--- config.mk ---
export PLATFORM = sky130hd
export DESIGN_NAME = bcd_digit_scanner
export DESIGN_NICKNAME = d
export VERILOG_FILES = /design/src/rtl/bcd_digit_scanner.sv
export SDC_FILE = /design/constraint.sdc
export NUM_CORES = 1
export LEC_CHECK = 0
export BUFFER_PORTS_ARGS = -buffer_cell sky130_fd_sc_hd__clkbuf_2
export CAP_MARGIN = 20
export CORE_MARGIN = 1
export CORE_UTILIZATION = 40
export DETAILED_ROUTE_END_ITERATION = 16
export GPL_ROUTABILITY_DRIVEN = 0
export HOLD_SLACK_MARGIN = 0.03
export MAX_ROUTING_LAYER = met4
export PLACE_DENSITY_LB_ADDON = 0.3
export SLEW_MARGIN = 20
export SYNTH_ARGS = -nofsm -noshare
export SYNTH_HDL_FRONTEND = slang
export SYNTH_SLANG_ARGS = --single-unit
--- constraint.sdc ---
create_clock -name clk -period 3.9 [get_ports clk]
set_input_delay 0.39 -clock clk [delete_from_list [all_inputs] [get_ports clk]]
set_output_delay 0.39 -clock clk [all_outputs]
set_load 0.005 [all_outputs]
--- src/rtl/bcd_digit_scanner.sv ---
`default_nettype none
// ============================================================================
// Module   : bcd_digit_scanner
// Purpose  : Time-multiplexed BCD digit scanner feeding a 7-segment decoder,
//            with blank gaps, leading-zero blanking and frame-synced updates.
// Revision : 1.0
// ============================================================================
module bcd_digit_scanner #(
   parameter int NUM_DIGITS     = 4,
   parameter int CLKS_PER_DIGIT = 1000,
   parameter int BLANK_CLKS     = 2
) (
   input  logic                    clk,
   input  logic                    rst,
   input  logic                    load,
   input  logic [4*NUM_DIGITS-1:0] bcd_in,
   input  logic [NUM_DIGITS-1:0]   dp_in,
   input  logic                    lz_en,
   output logic [3:0]              bcd_out,
   output logic                    dp_out,
   output logic [NUM_DIGITS-1:0]   digit_en,
   output logic                    seg_blank,
   output logic                    frame_tick,
   output logic                    bcd_err
);

   localparam int CNT_W = (CLKS_PER_DIGIT > 1) ? $clog2(CLKS_PER_DIGIT) : 1;
   localparam int IDX_W = (NUM_DIGITS > 1) ? $clog2(NUM_DIGITS) : 1;
   localparam logic [CNT_W-1:0] C_CNT_LAST = CNT_W'(CLKS_PER_DIGIT - 1);
   localparam logic [IDX_W-1:0] C_IDX_LAST = IDX_W'(NUM_DIGITS - 1);

   logic [CNT_W-1:0]        r_cnt;
   logic [IDX_W-1:0]        r_idx;
   logic [4*NUM_DIGITS-1:0] r_pend_bcd;
   logic [NUM_DIGITS-1:0]   r_pend_dp;
   logic                    r_pend_vld;
   logic [4*NUM_DIGITS-1:0] r_act_bcd;
   logic [NUM_DIGITS-1:0]   r_act_dp;
   logic                    r_err;

   logic                    w_cnt_last;
   logic                    w_wrap;
   logic [3:0]              w_nib;
   logic                    w_dp;
   logic                    w_quiet_run;
   logic                    w_invalid;
   logic                    w_lz_blank;
   logic                    w_suppress;
   logic                    w_blank_ph;
   logic [NUM_DIGITS-1:0]   w_onehot;

   assign w_cnt_last = (r_cnt == C_CNT_LAST);
   assign w_wrap     = w_cnt_last && (r_idx == C_IDX_LAST);

   // Slot counter and digit index; both wrap by compare, not by rollover.
   always_ff @(posedge clk or posedge rst) begin
      if (rst) begin
         r_cnt <= '0;
         r_idx <= '0;
      end else if (w_cnt_last) begin
         r_cnt <= '0;
         r_idx <= (r_idx == C_IDX_LAST) ? '0 : r_idx + IDX_W'(1);
      end else begin
         r_cnt <= r_cnt + CNT_W'(1);
      end
   end

   // Wrap consumes the old pending image before a coincident load refills it.
   always_ff @(posedge clk or posedge rst) begin
      if (rst) begin
         r_pend_bcd <= '0;
         r_pend_dp  <= '0;
         r_pend_vld <= 1'b0;
         r_act_bcd  <= '0;
         r_act_dp   <= '0;
      end else begin
         if (w_wrap && r_pend_vld) begin
            r_act_bcd  <= r_pend_bcd;
            r_act_dp   <= r_pend_dp;
            r_pend_vld <= 1'b0;
         end
         if (load) begin
            r_pend_bcd <= bcd_in;
            r_pend_dp  <= dp_in;
            r_pend_vld <= 1'b1;
         end
      end
   end

   always_ff @(posedge clk or posedge rst) begin
      if (rst) begin
         r_err <= 1'b0;
      end else if (w_invalid) begin
         r_err <= 1'b1;
      end
   end

   always_comb begin
      w_nib = '0;
      w_dp  = 1'b0;
      for (int k = 0; k < NUM_DIGITS; k++) begin
         if (r_idx == IDX_W'(k)) begin
            w_nib = r_act_bcd[4*k +: 4];
            w_dp  = r_act_dp[k];
         end
      end
   end

   // w_quiet_run: every digit from the current one upward is zero with no dp.
   always_comb begin : lz_scan
      logic v_quiet;
      v_quiet     = 1'b1;
      w_quiet_run = 1'b0;
      for (int k = NUM_DIGITS - 1; k >= 0; k--) begin
         v_quiet = v_quiet && (r_act_bcd[4*k +: 4] == 4'd0) && !r_act_dp[k];
         if (r_idx == IDX_W'(k)) begin
            w_quiet_run = v_quiet;
         end
      end
   end

   assign w_invalid  = (w_nib > 4'd9);
   assign w_lz_blank = lz_en && (r_idx != '0) && w_quiet_run;
   assign w_suppress = w_invalid || w_lz_blank;

   generate
      if (BLANK_CLKS > 0) begin : g_blank
         assign w_blank_ph = (r_cnt < CNT_W'(BLANK_CLKS));
      end else begin : g_no_blank
         assign w_blank_ph = 1'b0;
      end
   endgenerate

   assign w_onehot = NUM_DIGITS'(1) << r_idx;

   assign digit_en   = (w_suppress || w_blank_ph) ? '0 : w_onehot;
   assign seg_blank  = w_suppress || w_blank_ph;
   assign bcd_out    = w_suppress ? 4'd0 : w_nib;
   assign dp_out     = w_suppress ? 1'b0 : w_dp;
   assign frame_tick = (r_cnt == '0) && (r_idx == '0);
   assign bcd_err    = r_err;

endmodule
`default_nettype wire

==> results by group <==
Timing
  – Final setup skew: 0.00699 ns
  – F_max: 338 MHz
  – Fin Setup TNS: 0 ns
  – Slew of the pin with the lowest slew margin: 0.916 ns
  – Worst hold margin: 0.156 ns
  – Time the worst path needs with I/O delays and setup: 2.96 ns
  – RSZ-0062 raised after global routing: false
  – Final Slew Violations: 0
  – Hold Fails Final Rpt: 0
  – Setup violators final: 0
  – Tcrit/Tclk final: 75.8%
  – Worst Slack Setup Final: 0.943 ns
  – Rel. slew slack: 38.9%

Drt
  – Post-Route WL: 4.68 mm
  – Antenna Nets Post-Route: 0
  – Residual DRC count: 0
  – Via Count: 1732
  – Vias per cell: 5.41
  – Drt wl/cell: 14.6 µm
  – First-pass DRT Iterations: 4
  – Iteration-0 DRC Markers: 71

Synth
  – Mux share of post-synthesis cell area: 17.8%
  – Synth Area in Compound Gates: 7.70%
  – Syn nets: 241
  – Syn_area_per_cell: 12.0 µm²
  – Ys Warns: 0
  – Synth area leaders: dfrtp_1, mux2_2, ha_1
  – Top_reg_cell synth: dfrtp_1
  – Largest family of logic cells by synthesized area: multiplexers
  – Top-area cell type share of the netlist area: 53.3%
  – XOR/XNOR share of the synthesized area: 1.73%
  – Post-Synth Adder-Cell Area: 2.96%
  – Seq cells post-synth: 54
  – Synth Instances: 211
  – Synth cell types: 38
  – EDFF count, synth: 0
  – Synthesized cell area: 2540 µm²
  – Biggest area consumer among synthesized cells: dfrtp_1
  – Async S/R FF share, synth: 100%
  – Simple-gate share of the synthesized area: 13.7%
  – Seq/Total Area, Yosys: 53.3%

Clock network
  – Root Buffer: clkbuf_8
  – Hold Buf Count CTS: 0
  – TritonCTS Buffers: 5
  – Clk sinks: 54
  – Bufs on Longest Clock Path: 2
  – H-Tree Depth: 2
  – Clk_lat worst skew: 0.30 ns
  – Clock-pin slew on the worst setup and hold paths: 0.10 ns
  – Setup Fix Bufs, Post-CTS: 0
  – Clock tree from TritonCTS: built
  – CTS resizes: 0

Global routing
  – Total global routing track utilization: 16.3%
  – Initial antenna violation count: 0
  – GRT overflow: 0
  – Vias in the first global route: 1627
  – First-pass GRT wire length: 7.96 mm
  – Largest net degree at the start of global routing: 55

Power and ir drop
  – Total power: 0.961 mW
  – Max VDD drop: 0.000177 V
  – P per Cell Area: 335 nW/µm²
  – Leak Pwr: 1.35 nW

Worst setup path
  – Setup crit end kind: primary output
  – Worst Path Arrival: 2.57 ns
  – Worst setup SP type: register
  – Worst-path maximum fanout: 14
  – CP required: 3.51 ns
  – Crit Path Class: register to primary output

Final layout
  – Core Util, Final: 47.5%
  – Antenna cell count: 0
  – Proportion of layout cells with a drive suffix above 1: 35.5%
  – Area Growth Syn to Fin: 12.9%
  – Post-layout nets: 274

Die
  – IO Count: 36
  – Die area: 6660 µm²
  – Chip Height: 81.6 µm
  – Die Wd: 81.6 µm
  – Initial core utilization: 42.1%
  – Row count: 28
  – Area of the core: 6030 µm²

Placed design
  – PortBufs: 35
  – Detail Placement HPWL: 3.33 mm
  – Place WS: 1.31 ns

Run status
  – Status: complete, no violations

Job
  – Max_cap viols: 0

Worst hold path
  – Hold Crit Class: input pin to asynchronous set/reset pin
[power breakdown]
group / switching, mW / internal, mW
sequential: 0.0102 / 0.580
clock: 0.179 / 0.143
combinational: 0.0218 / 0.0266
total: 0.211 / 0.750
[synth_stat cells, types with 2 or more instances]
master and n:
a211oi_1 2, a21oi_1 2, a221oi_1 3, and3_1 2, buf_4 2, clkbuf_1 7
dfrtp_1 54, ha_1 6, inv_1 7, mux2_2 40, nand2_1 14, nand3_1 6
nand3b_1 4, nand4_1 2, nor2_1 8, nor2b_1 6, nor3_1 11, nor3b_1 2
nor4_1 5, o21ai_0 4, o22a_1 2, o31a_1 3, xnor2_1 3, xor2_1 2
[metal layers]
| metal | vias up | wire [µm] | track usage (%) |
|---|---|---|---|
| met4 | 0 | 51 | 4.21 |
| li1 | 826 | - | - |
| met2 | 37 | 2290 | 25.0 |
| met1 | 863 | 2160 | 22.0 |
| met3 | 6 | 173 | 3.44 |
| met5 | - | 0 | - |
[worst max-delay path, stage by stage, from the launching register on]
cell       delay [ns]
dfrtp_1          0.41
inv_1            0.10
ha_1             0.48
a21oi_1          0.12
a221oi_1         0.37
a2bb2oi_1        0.52
nor3_1           0.12
clkbuf_2         0.14
[cells in the final DEF (no fill, tap or decap), types with 2 or more instances in the layout]
cell | netlist | routed
nor3b_1 | 2 | 2
nor4_1 | 5 | 5
nand2_1 | 14 | 14
nor3_1 | 11 | 11
mux2_2 | 40 | 40
o21ai_0 | 4 | 4
nand4_1 | 2 | 2
clkbuf_8 | 0 | 6
o31a_1 | 3 | 3
xor2_1 | 2 | 2
ha_1 | 6 | 6
clkbuf_2 | 0 | 35
a21oi_1 | 2 | 2
and3_1 | 2 | 2
xnor2_1 | 3 | 3
a221oi_1 | 3 | 3
inv_1 | 7 | 6
a211oi_1 | 2 | 2
nand3_1 | 6 | 6
dfrtp_1 | 54 | 54
nor2b_1 | 6 | 6
nor2_1 | 8 | 8
o22a_1 | 2 | 2
nand3b_1 | 4 | 4
[registers in the layout (all words and copies together), names as in the netlist]
name	cells
r_pend_bcd	16
r_pend_vld	1
r_act_dp	4
r_act_bcd	16
r_cnt	10
bcd_err	1
r_idx	2
r_pend_dp	4
[layout make-up]
class | instances | area, µm²
clock buffers | 6 | 82.6
clock inverters | 2 | 12.5
fillers | 580 | 3160
inverters | 7 | 28.8
multi-input cells | 140 | 1110
flip-flops and latches | 54 | 1350
well taps | 75 | 93.8
repair buffers | 36 | 183
[per-stage QoR]
stage | cells | area (µm²)
floorplan | 211 | 2540
global placement | 312 | 2770
detailed placement | 312 | 2770
CTS | 320 | 2860
global route | 320 | 2860
finish | 320 | 2860
[cell families after synthesis]
logic type,Yosys count
multiplexers,40
buffers and inverters,17
flip-flops,54
XOR/XNOR,5
adder cells (fa/ha/maj),6
AND/OR/NAND/NOR,66
AO/OA/AOI/OAI,23
[path summary, 6_finish.rpt]
check | slack (ns) | cells after the start | end | from
max | 0.94 | 7 | digit_en[1] | r_idx[1]$_DFFE_PP0N_
min | 0.16 | 2 | r_pend_bcd[1]$_DFFE_PP0P_ | rst
max reg2reg | 1.38 | 6 | r_act_bcd[11]$_DFFE_PP0P_ | r_cnt[0]$_DFF_PP0_
min reg2reg | 0.49 | 1 | bcd_err$_DFFE_PP0N_ | bcd_err$_DFFE_PP0N_
max in group asynchronous | 3.29 | 2 | r_pend_bcd[3]$_DFFE_PP0P_ | rst
min in group clk | 0.31 | 2 | r_pend_bcd[6]$_DFFE_PP0P_ | bcd_in[6]
(Power assumes the default switching activity.)
